==> src/rtl/snn_input_loader_if.sv <==
// Bundle between the input loader and its neighbours: UART byte handshake,
// input-image RAM write port and the snn_core start/done handshake.
interface snn_input_loader_if #(
    parameter int ADDR_WIDTH = 10
);
    logic                  rx_rdy;
    logic [7:0]            rx_data;
    logic                  clr_rx_rdy;
    logic [ADDR_WIDTH-1:0] ram_addr;
    logic                  ram_data;
    logic                  ram_we;
    logic                  load_active;
    logic                  snn_start;
    logic                  snn_done;
    logic                  frame_err;

    modport master (
        output rx_rdy, rx_data, snn_done,
        input  clr_rx_rdy, ram_addr, ram_data, ram_we, load_active, snn_start, frame_err
    );

    modport slave (
        input  rx_rdy, rx_data, snn_done,
        output clr_rx_rdy, ram_addr, ram_data, ram_we, load_active, snn_start, frame_err
    );
endinterface

==> src/rtl/snn_input_loader.sv <==
// Unpacks UART bytes LSB-first into the 1-bit input-image RAM and starts snn_core.
// Optional inter-byte frame timeout is built when SNN_LOADER_TIMEOUT_EN is defined.
module snn_input_loader #(
    parameter int NUM_PIXELS     = 784,
    parameter int ADDR_WIDTH     = 10,
    parameter int TIMEOUT_CYCLES = 1000000
) (
    input logic               clk,
    input logic               rst_n,
    snn_input_loader_if.slave bus
);

    typedef enum logic [1:0] {
        IDLE,
        UNPACK,
        START,
        WAIT_CORE
    } state_e;

    localparam logic [ADDR_WIDTH-1:0] LAST_ADDR = ADDR_WIDTH'(NUM_PIXELS - 1);
    localparam logic [ADDR_WIDTH-1:0] ADDR_ONE  = ADDR_WIDTH'(1);

    if ((NUM_PIXELS % 8) != 0 || NUM_PIXELS < 8 || NUM_PIXELS > (1 << ADDR_WIDTH) ||
        TIMEOUT_CYCLES < 1) begin : g_bad_config
        $error("snn_input_loader: unsupported NUM_PIXELS/ADDR_WIDTH/TIMEOUT_CYCLES");
    end

    state_e                state_q, state_d;
    logic [ADDR_WIDTH-1:0] addr_cnt_q, addr_cnt_d;
    logic [7:0]            byte_q, byte_d;
    logic [2:0]            bit_q, bit_d;
    logic                  timeout_hit;

    always_ff @(posedge clk or negedge rst_n) begin
        if (!rst_n) begin
            state_q    <= IDLE;
            addr_cnt_q <= '0;
            byte_q     <= '0;
            bit_q      <= '0;
        end else begin
            state_q    <= state_d;
            addr_cnt_q <= addr_cnt_d;
            byte_q     <= byte_d;
            bit_q      <= bit_d;
        end
    end

    // snn_done is only looked at in WAIT_CORE, so a stale done during START is dropped
    always_comb begin
        state_d    = state_q;
        addr_cnt_d = addr_cnt_q;
        byte_d     = byte_q;
        bit_d      = bit_q;
        case (state_q)
            IDLE: begin
                if (bus.rx_rdy) begin
                    byte_d  = bus.rx_data;
                    bit_d   = 3'd0;
                    state_d = UNPACK;
                end else if (timeout_hit) begin
                    addr_cnt_d = '0;
                end
            end
            UNPACK: begin
                addr_cnt_d = addr_cnt_q + ADDR_ONE;
                bit_d      = bit_q + 3'd1;
                if (bit_q == 3'd7) begin
                    state_d = (addr_cnt_q == LAST_ADDR) ? START : IDLE;
                end
            end
            START: begin
                addr_cnt_d = '0;
                state_d    = WAIT_CORE;
            end
            WAIT_CORE: begin
                if (bus.snn_done) begin
                    state_d = IDLE;
                end
            end
            default: state_d = IDLE;
        endcase
    end

    always_comb begin
        bus.clr_rx_rdy  = 1'b0;
        bus.ram_we      = 1'b0;
        bus.load_active = 1'b0;
        bus.snn_start   = 1'b0;
        case (state_q)
            IDLE: begin
                bus.load_active = (addr_cnt_q != '0);
            end
            UNPACK: begin
                bus.ram_we      = 1'b1;
                bus.load_active = 1'b1;
                bus.clr_rx_rdy  = (bit_q == 3'd0);
            end
            START: begin
                bus.snn_start = 1'b1;
            end
            default: ;
        endcase
    end

    assign bus.ram_addr = addr_cnt_q;
    assign bus.ram_data = byte_q[bit_q];

`ifdef SNN_LOADER_TIMEOUT_EN
    localparam int TMR_W = $clog2(TIMEOUT_CYCLES + 1);

    logic [TMR_W-1:0] timer_q, timer_d;
    logic             frame_err_q;
    logic             idle_partial;

    // Idle time only counts while a partial frame is waiting for its next byte
    always_comb begin
        idle_partial = (state_q == IDLE) && (addr_cnt_q != '0) && !bus.rx_rdy;
        timeout_hit  = idle_partial && (timer_q == TMR_W'(TIMEOUT_CYCLES - 1));
        timer_d      = (idle_partial && !timeout_hit) ? timer_q + TMR_W'(1) : '0;
    end

    always_ff @(posedge clk or negedge rst_n) begin
        if (!rst_n) begin
            timer_q     <= '0;
            frame_err_q <= 1'b0;
        end else begin
            timer_q     <= timer_d;
            frame_err_q <= timeout_hit;
        end
    end

    assign bus.frame_err = frame_err_q;
`else
    assign timeout_hit   = 1'b0;
    assign bus.frame_err = 1'b0;
`endif

endmodule
==> src/flat_wrapper.sv <==
// flat-port wrapper written by rule: the top's interface ports become plain ports
module snn_input_loader_flat 
#(
    parameter int NUM_PIXELS     = 784,
    parameter int ADDR_WIDTH     = 10,
    parameter int TIMEOUT_CYCLES = 1000000
)
  (clk, rst_n, bus_rx_rdy, bus_rx_data, bus_snn_done, bus_clr_rx_rdy, bus_ram_addr, bus_ram_data, bus_ram_we, bus_load_active, bus_snn_start, bus_frame_err);
  snn_input_loader_if #(.ADDR_WIDTH(ADDR_WIDTH)) bus_i ();
  input logic clk;
  input logic rst_n;
  input wire logic [$bits(bus_i.rx_rdy)-1:0] bus_rx_rdy;
  input wire logic [$bits(bus_i.rx_data)-1:0] bus_rx_data;
  input wire logic [$bits(bus_i.snn_done)-1:0] bus_snn_done;
  output wire logic [$bits(bus_i.clr_rx_rdy)-1:0] bus_clr_rx_rdy;
  output wire logic [$bits(bus_i.ram_addr)-1:0] bus_ram_addr;
  output wire logic [$bits(bus_i.ram_data)-1:0] bus_ram_data;
  output wire logic [$bits(bus_i.ram_we)-1:0] bus_ram_we;
  output wire logic [$bits(bus_i.load_active)-1:0] bus_load_active;
  output wire logic [$bits(bus_i.snn_start)-1:0] bus_snn_start;
  output wire logic [$bits(bus_i.frame_err)-1:0] bus_frame_err;
  assign bus_i.rx_rdy = bus_rx_rdy;
  assign bus_i.rx_data = bus_rx_data;
  assign bus_i.snn_done = bus_snn_done;
  assign bus_clr_rx_rdy = bus_i.clr_rx_rdy;
  assign bus_ram_addr = bus_i.ram_addr;
  assign bus_ram_data = bus_i.ram_data;
  assign bus_ram_we = bus_i.ram_we;
  assign bus_load_active = bus_i.load_active;
  assign bus_snn_start = bus_i.snn_start;
  assign bus_frame_err = bus_i.frame_err;
  snn_input_loader #(.NUM_PIXELS(NUM_PIXELS), .ADDR_WIDTH(ADDR_WIDTH), .TIMEOUT_CYCLES(TIMEOUT_CYCLES)) u_core (.clk(clk), .rst_n(rst_n), .bus(bus_i));
endmodule
==> config.mk <==
export PLATFORM = sky130hd
export DESIGN_NAME = snn_input_loader_flat
export DESIGN_NICKNAME = d
export VERILOG_FILES = /design/src/rtl/snn_input_loader_if.sv /design/src/rtl/snn_input_loader.sv /design/src/flat_wrapper.sv
export SDC_FILE = /design/constraint.sdc
export NUM_CORES = 1
export LEC_CHECK = 0
export CAP_MARGIN = 20
export CORE_MARGIN = 3
export CORE_UTILIZATION = 43
export DETAILED_ROUTE_END_ITERATION = 10
export GPL_ROUTABILITY_DRIVEN = 0
export PLACE_DENSITY_LB_ADDON = 0.2
export SYNTH_ARGS = -nofsm -noshare
export SYNTH_HDL_FRONTEND = slang
export SYNTH_SLANG_ARGS = --single-unit
==> constraint.sdc <==
create_clock -name clk -period 1.7 [get_ports clk]
set_input_delay 0.34 -clock clk [delete_from_list [all_inputs] [get_ports clk]]
set_output_delay 0.34 -clock clk [all_outputs]
set_load 0.05 [all_outputs]
==> flow_summary.toml, run 1 <==
[timing]
fmax_ghz = 0.4919
final-setup-viol-count = 4
grt_setup_unrepaired = "yes"
clock_skew_ns = 0.002162
holdWs_ns = 0.3507
period_share_pct = 119.6
hold_violations = 0
finalCriticalPeriod_ns = 2.033
fin_ws_ns = -0.3329
slew_violations = 0

[finish]
nets = 189
antennaDiodeCount = 0
area_delta_synth_final_pct = 59.82
final_util_pct = 72.47
final_layout_size_suffix_gt1_share_pct = 44.91

[run_status]
outcome = "finished with violations"
violations = "negative setup slack"

[clocking]
clockBufferDepth = 2
cts.htree.levels = 1
cts-buffers-inserted = 3
clock_latency_ns = 0.32
cts_root_buffer = "clkbuf_4"
clkSinkCount = 23
cts.clk_slew.worst_paths_ns = 0.13
cts_tree = "yes"

[synth]
ys_top_cells_by_area = "dfrtp_1 (46%), ha_1 (8.9%), mux2_2 (8.0%)"
yosysWarnings = 0
synth_top_area_share_pct = 45.63
ys.flop_type = "dfrtp_1"
synthAdderAreaFrac_pct = 8.929
synthXorXnorAreaFrac_pct = 0.6944
syn_inst = 115
syn_nets = 136
synth_edf_count = 0
syn_area_per_cell_sq_um = 10.97
synth_seq_area_share_pct = 45.63
yosysMostFrequentCell = "dfrtp_1"
synth_compound_area_share_pct = 9.028
synth_top_family_by_area = "simple AND/OR/NAND/NOR gates"
synthMuxAreaShare_pct = 14.78
synth-simple-area-share_pct = 16.47
syn-cell-area_sq_um = 1261
yosys.cell_types.count = 31
yosys_register_bits = 23
synth_commonest_cells = "dfrtp_1 (23), ha_1 (9), mux2_2 (9), inv_1 (8), nand2_1 (8)"
synthArstFlopShare_pct = 100.0
synth_area_leader_cell = "dfrtp_1"

[die]
die_area_sq_um = 3619
initial_core_util_pct = 45.34
dieHeight_um = 60.16
std_cell_rows = 19
io_pins = 28
die_w_um = 60.16
core_area_sq_um = 2781

[power_and_ir_drop]
peakVddDrop_mv = 1.376
cellLeakagePower_nw = 0.8961
powerDensity_nw_per_um2 = 1838

[global_routing]
grt_pass1_vias = 1113
antenna_found_initial = 0
grtUsageTotal_pct = 19.97
grt_overflow = 0
grt_max_degree = 24
grt_first_pass_wirelength_um = 5292

[setup_path]
start_kind = "flop"
critPathMaxStageDelay_ns = 0.50
required_ns = 1.36
path_max_fanout = 3
critPathSlowestCell = "mux4_2"
crit_type = "reg2out"
path_cells = "mux4_2 -> mux2_4 -> buf_8"
cp.arrival_ns = 1.69
cp_top_family = "multiplexers"
end_kind = "primary output"
path_buf_inv = 1

[drt]
drtPass1Iterations = 4
drc = 0
first_iter_violations = 26
drt_wl_total_um = 3345
vias = 1085
wl_per_cell_um = 16.89
postRouteAntennaNets = 0
vias_per_cell = 5.480

[min_path]
hold_class = "in2async"

[job]
maxCapViolations = 0

[placement]
io_buffers = 26
dp.final_hpwl_um = 2452
-- metrics by stage --
step | cells | setup WS, ns | power (W) | TNS, ns | cell area, sq um
2_1_floorplan | 115 | -0.06188 | 0.002301 | -0.1266 | 1330
3_3_place_gp | 187 | 0.02593 | 0.003083 | 0 | 1842
3_5_place_dp | 187 | -0.02097 | 0.003187 | -0.02097 | 1842
4_1_cts | 193 | -0.3668 | 0.003577 | -0.8638 | 1916
5_1_grt | 198 | -0.3791 | 0.003921 | -1.070 | 2016
6_report | 198 | -0.3329 | 0.003706 | -0.7712 | 2016
-- power breakdown --
group	total [W]	switching (W)	internal (W)
combinational	0.00244	0.00123	0.00120
clock	0.000262	0.000174	0.0000883
sequential	0.00101	0.000243	0.000764
-- cells by family after synthesis --
logic type	Yosys count
mux	15
compound gates	18
flops	23
xor+xnor	1
other cells	1
simple gates	36
fa+ha+maj	9
buf+inv	12
-- state kept, by name, indices dropped and copies added (netlist names), named ones only --
register / flops
u_core.bus.ram_addr: 10
u_core.byte_q: 8
u_core.bit_q: 3
u_core.state_q: 1
-- worst paths after layout --
kind	startpoint	end	slack, ns	depth (start not counted)
min in group clk	u_core.byte_q[7]	u_core.byte_q[7]	0.52	1
max	u_core.bit_q[0]	bus_ram_data	-0.33	3
max in group asynchronous	rst_n	u_core.bit_q[0]	1.10	2
min	rst_n	u_core.bit_q[1]	0.35	2
max reg2reg	flop	u_core.bus.ram_addr[6]	0.04	7
min reg2reg	u_core.byte_q[7]	u_core.byte_q[7]	0.52	1
-- layout by cell type (no fill, tap or decap), drive strengths merged, types with 3 or more instances in the layout --
| cell type | count |
|---|---|
| a21oi | 5 |
| buf | 41 |
| clkbuf | 3 |
| clkdlybuf4s50 | 11 |
| dfrtp | 23 |
| ha | 9 |
| inv | 8 |
| mux2 | 9 |
| mux2i | 4 |
| nand2 | 8 |
| nand2b | 3 |
| nand3 | 3 |
| nand4 | 4 |
| nor2 | 5 |
| o21ai | 5 |
| or3 | 3 |
-- layout make-up --
cell class / count / area (sq um)
inverters: 8 / 30.03
multi-input cells: 80 / 752.0
flip-flops and latches: 23 / 578.1
clock buffers: 3 / 22.52
well taps: 31 / 38.79
clock inverters: 1 / 5.005
fillers: 191 / 765.7
repair buffers: 52 / 589.3
-- metal layers --
layer  share of wire [%]  global-route usage [%]  vias to the layer above
met3                 3.5                   4.320                        9
met2                  53                   32.10                       25
met1                  42                   26.07                      538
li1                    -                       -                      513
met5                   0                       0                        -
met4                 2.1                   7.595                        0
-- repair_timing --
action | CTS | global route
setup buffers | 2 | 6
pin swaps | 0 | 7
endpoints found under the setup margin | 5 | 10
gates resized for setup | 10 | 14
hold buffers | 0 | 0
No activity file was read; power rests on OpenSTA's default activity.
==> run 2, diff against run 1 <==
--- a/config.mk
+++ b/config.mk
@@ -5,6 +5,7 @@
 export SDC_FILE = /design/constraint.sdc
 export NUM_CORES = 1
 export LEC_CHECK = 0
+export ABC_AREA = 1
 export CAP_MARGIN = 20
 export CORE_MARGIN = 3
 export CORE_UTILIZATION = 43
==> run 2 against run 1 <==
- the flow still finishes with violations (negative setup slack)
- worst setup slack better by 0.26 ns
- first-iteration DRC count is 35% lower
- critical path depth is 2 higher
- combinational power is 3% higher
- sequential power is 11% lower
- largest cell class unchanged
- maximum frequency is 15% higher
- largest power group unchanged
- die area is 7.0% higher
- clock power hardly changed
- sequential share of layout area hardly changed
==> flow_summary.toml, run 2 <==
[setup_path]
reg2reg_depth = 8
r2r-start = "u_core.bit_q[0]"
start_kind = "flop"
end_kind = "primary output"
regToRegSetupSlack_ns = 0.26
crit_type = "reg2out"
cp.arrival_ns = 1.43
path_max_fanout = 2
required_ns = 1.36

[timing]
period_share_pct = 104.2
final-setup-viol-count = 2
fmax_ghz = 0.5645
clock_skew_ns = 0.004094
hold_violations = 0
finalCriticalPeriod_ns = 1.772
grt_setup_unrepaired = "yes"
fin_setup_tns_ns = -0.09570
fin_ws_ns = -0.07157
holdWs_ns = 0.3599
slew_violations = 0

[synth]
ys.flop_type = "dfrtp_1"
syn-cell-area_sq_um = 1359
syn_area_per_cell_sq_um = 8.235
yosys_register_bits = 23
yosysWarnings = 0
syn_nets = 186
ys_top_cells_by_area = "dfrtp_1 (42%), ha_1 (8.3%), nand2_1 (8.0%)"
yosysMostFrequentCell = "nand2_1"
syn_inst = 165
synth_edf_count = 0
synthArstFlopShare_pct = 100.0
synth_top_area_share_pct = 42.36
yosys.cell_types.count = 20
synth_area_leader_cell = "dfrtp_1"
synth_commonest_cells = "nand2_1 (29), nor2_1 (25), dfrtp_1 (23), inv_1 (22), nand3_1 (14)"
synth_seq_area_share_pct = 42.36

[drt]
postRouteAntennaNets = 0
drt_wl_total_um = 3081
vias_per_cell = 4.829
drc = 0
first_iter_violations = 17
drtPass1Iterations = 4
wl_per_cell_um = 12.23
vias = 1217

[finish]
antennaDiodeCount = 0
multi_input_area_sq_um = 795.8
final_util_pct = 70.16
final_common_cell = "nand2_1"
area_delta_synth_final_pct = 48.53
final_layout_size_suffix_gt1_share_pct = 39.05
seq_area_sq_um = 579.3
mostFrequentLayoutCells = "nand2_1 (25), nor2_1 (21), dfrtp_1 (20), buf_4 (20), inv_1 (15)"
n_fill_cell = 231
largest_reg_flops = 10
nets = 232

[die]
die_area_sq_um = 3871
core_area_sq_um = 2877
io_pins = 28
initial_core_util_pct = 47.24
std_cell_rows = 19
dieHeight_um = 62.22
die_w_um = 62.22

[global_routing]
antenna_found_initial = 0
grt_pass1_vias = 1266
grt_overflow = 0
grtUsageTotal_pct = 17.47
grt_max_degree = 24
grt_first_pass_wirelength_um = 5520

[clocking]
cts.htree.levels = 1
cts_tree = "yes"
clockBufferDepth = 2
ctsHoldBuffers = 0
clkSinkCount = 23
clock_latency_ns = 0.32
cts_root_buffer = "clkbuf_4"
cts.clk_slew.worst_paths_ns = 0.13
cts-buffers-inserted = 3

[run_status]
violations = "negative setup slack"
outcome = "finished with violations"

[placement]
io_buffers = 26
dp.final_hpwl_um = 2248

[job]
maxCapViolations = 0

[power_and_ir_drop]
power.total_w = 0.003675
powerDensity_nw_per_um2 = 1821
cellLeakagePower_nw = 0.9591
peakVddDrop_mv = 1.141

[min_path]
hold_class = "in2async"
[run 2: cell count changes in the layout (fill, tap and decap cells not counted), sizes merged, moves of 3 or more]
cell / change
inv: +15
buf: -9
or3: -3
nand2: +27
nor2: +23
nand4: -4
nand3: +13
o21ai: +8
nand2b: -3
mux2i: -4
[run 2: repair_timing]
action / CTS / global route
endpoints found under the setup margin: 5 / 5
buffers inserted: 5 / 3
gates cloned: 0 / 0
pin swaps: 11 / 4
gates resized for setup: 25 / 11
[run 2: final cells by class]
type / count / share of cell area [%]
Timing Repair Buffer: 43 / 23.50
Tap cell: 42 / 2.604
Sequential cell: 23 / 28.70
Multi-Input combinational cell: 117 / 39.43
Inverter: 23 / 4.402
Clock inverter: 1 / 0.2480
Clock buffer: 3 / 1.116
[run 2: cell families (layout without fill, tap and decap cells)]
group           Yosys count  in the layout  synth area share [%]
compound gates           18             18                 6.814
simple gates             81             81                 27.90
buf+inv                  25             70                 7.735
fa+ha+maj                 9              9                 8.287
other cells               1              1                0.2760
flops                    23             23                 42.36
mux                       8              8                 6.630
[run 2: worst max-delay path by stage]
stage / start / end / slack [ns]
after floorplan: u_core.bus.ram_addr[0] / bus_load_active / 0.05
after global placement: u_core.bus.ram_addr[1] / bus_load_active / 0.13
after detailed placement: u_core.state_q[0] / u_core.bus.ram_addr[8] / 0.07
after CTS: u_core.bus.ram_addr[1] / bus_load_active / -0.12
after global routing: u_core.bus.ram_addr[7] / bus_load_active / -0.17
final: u_core.bus.ram_addr[5] / bus_load_active / -0.07
[run 2: through the flow]
step	area (sq um)	setup slack (ns)	cells
global route	2018	-0.1718	252
global placement	1819	0.1265	240
CTS	1961	-0.1219	249
detailed placement	1819	0.07023	240
finish	2018	-0.07157	252
floorplan	1383	0.04876	165
[run 2: metal layers]
metal | track usage, % | share of wire, %
met1 | 19.16 | 38
met2 | 32.93 | 57
met3 | 3.423 | 3.6
met4 | 6.630 | 1.1
met5 | 0 | 0
[run 2: critical path, stage by stage (launching register included)]
cell	delay (ns)
dfrtp_1	0.40
nor2_1	0.16
nand2_2	0.11
nor3_4	0.22
o21ai_4	0.08
buf_6	0.15
[run 2: power by group]
group	internal, W	leakage (nW)	switching, W
combinational	0.00113	0.652	0.00138
sequential	0.000749	0.289	0.000149
clock	0.0000882	0.0177	0.000173
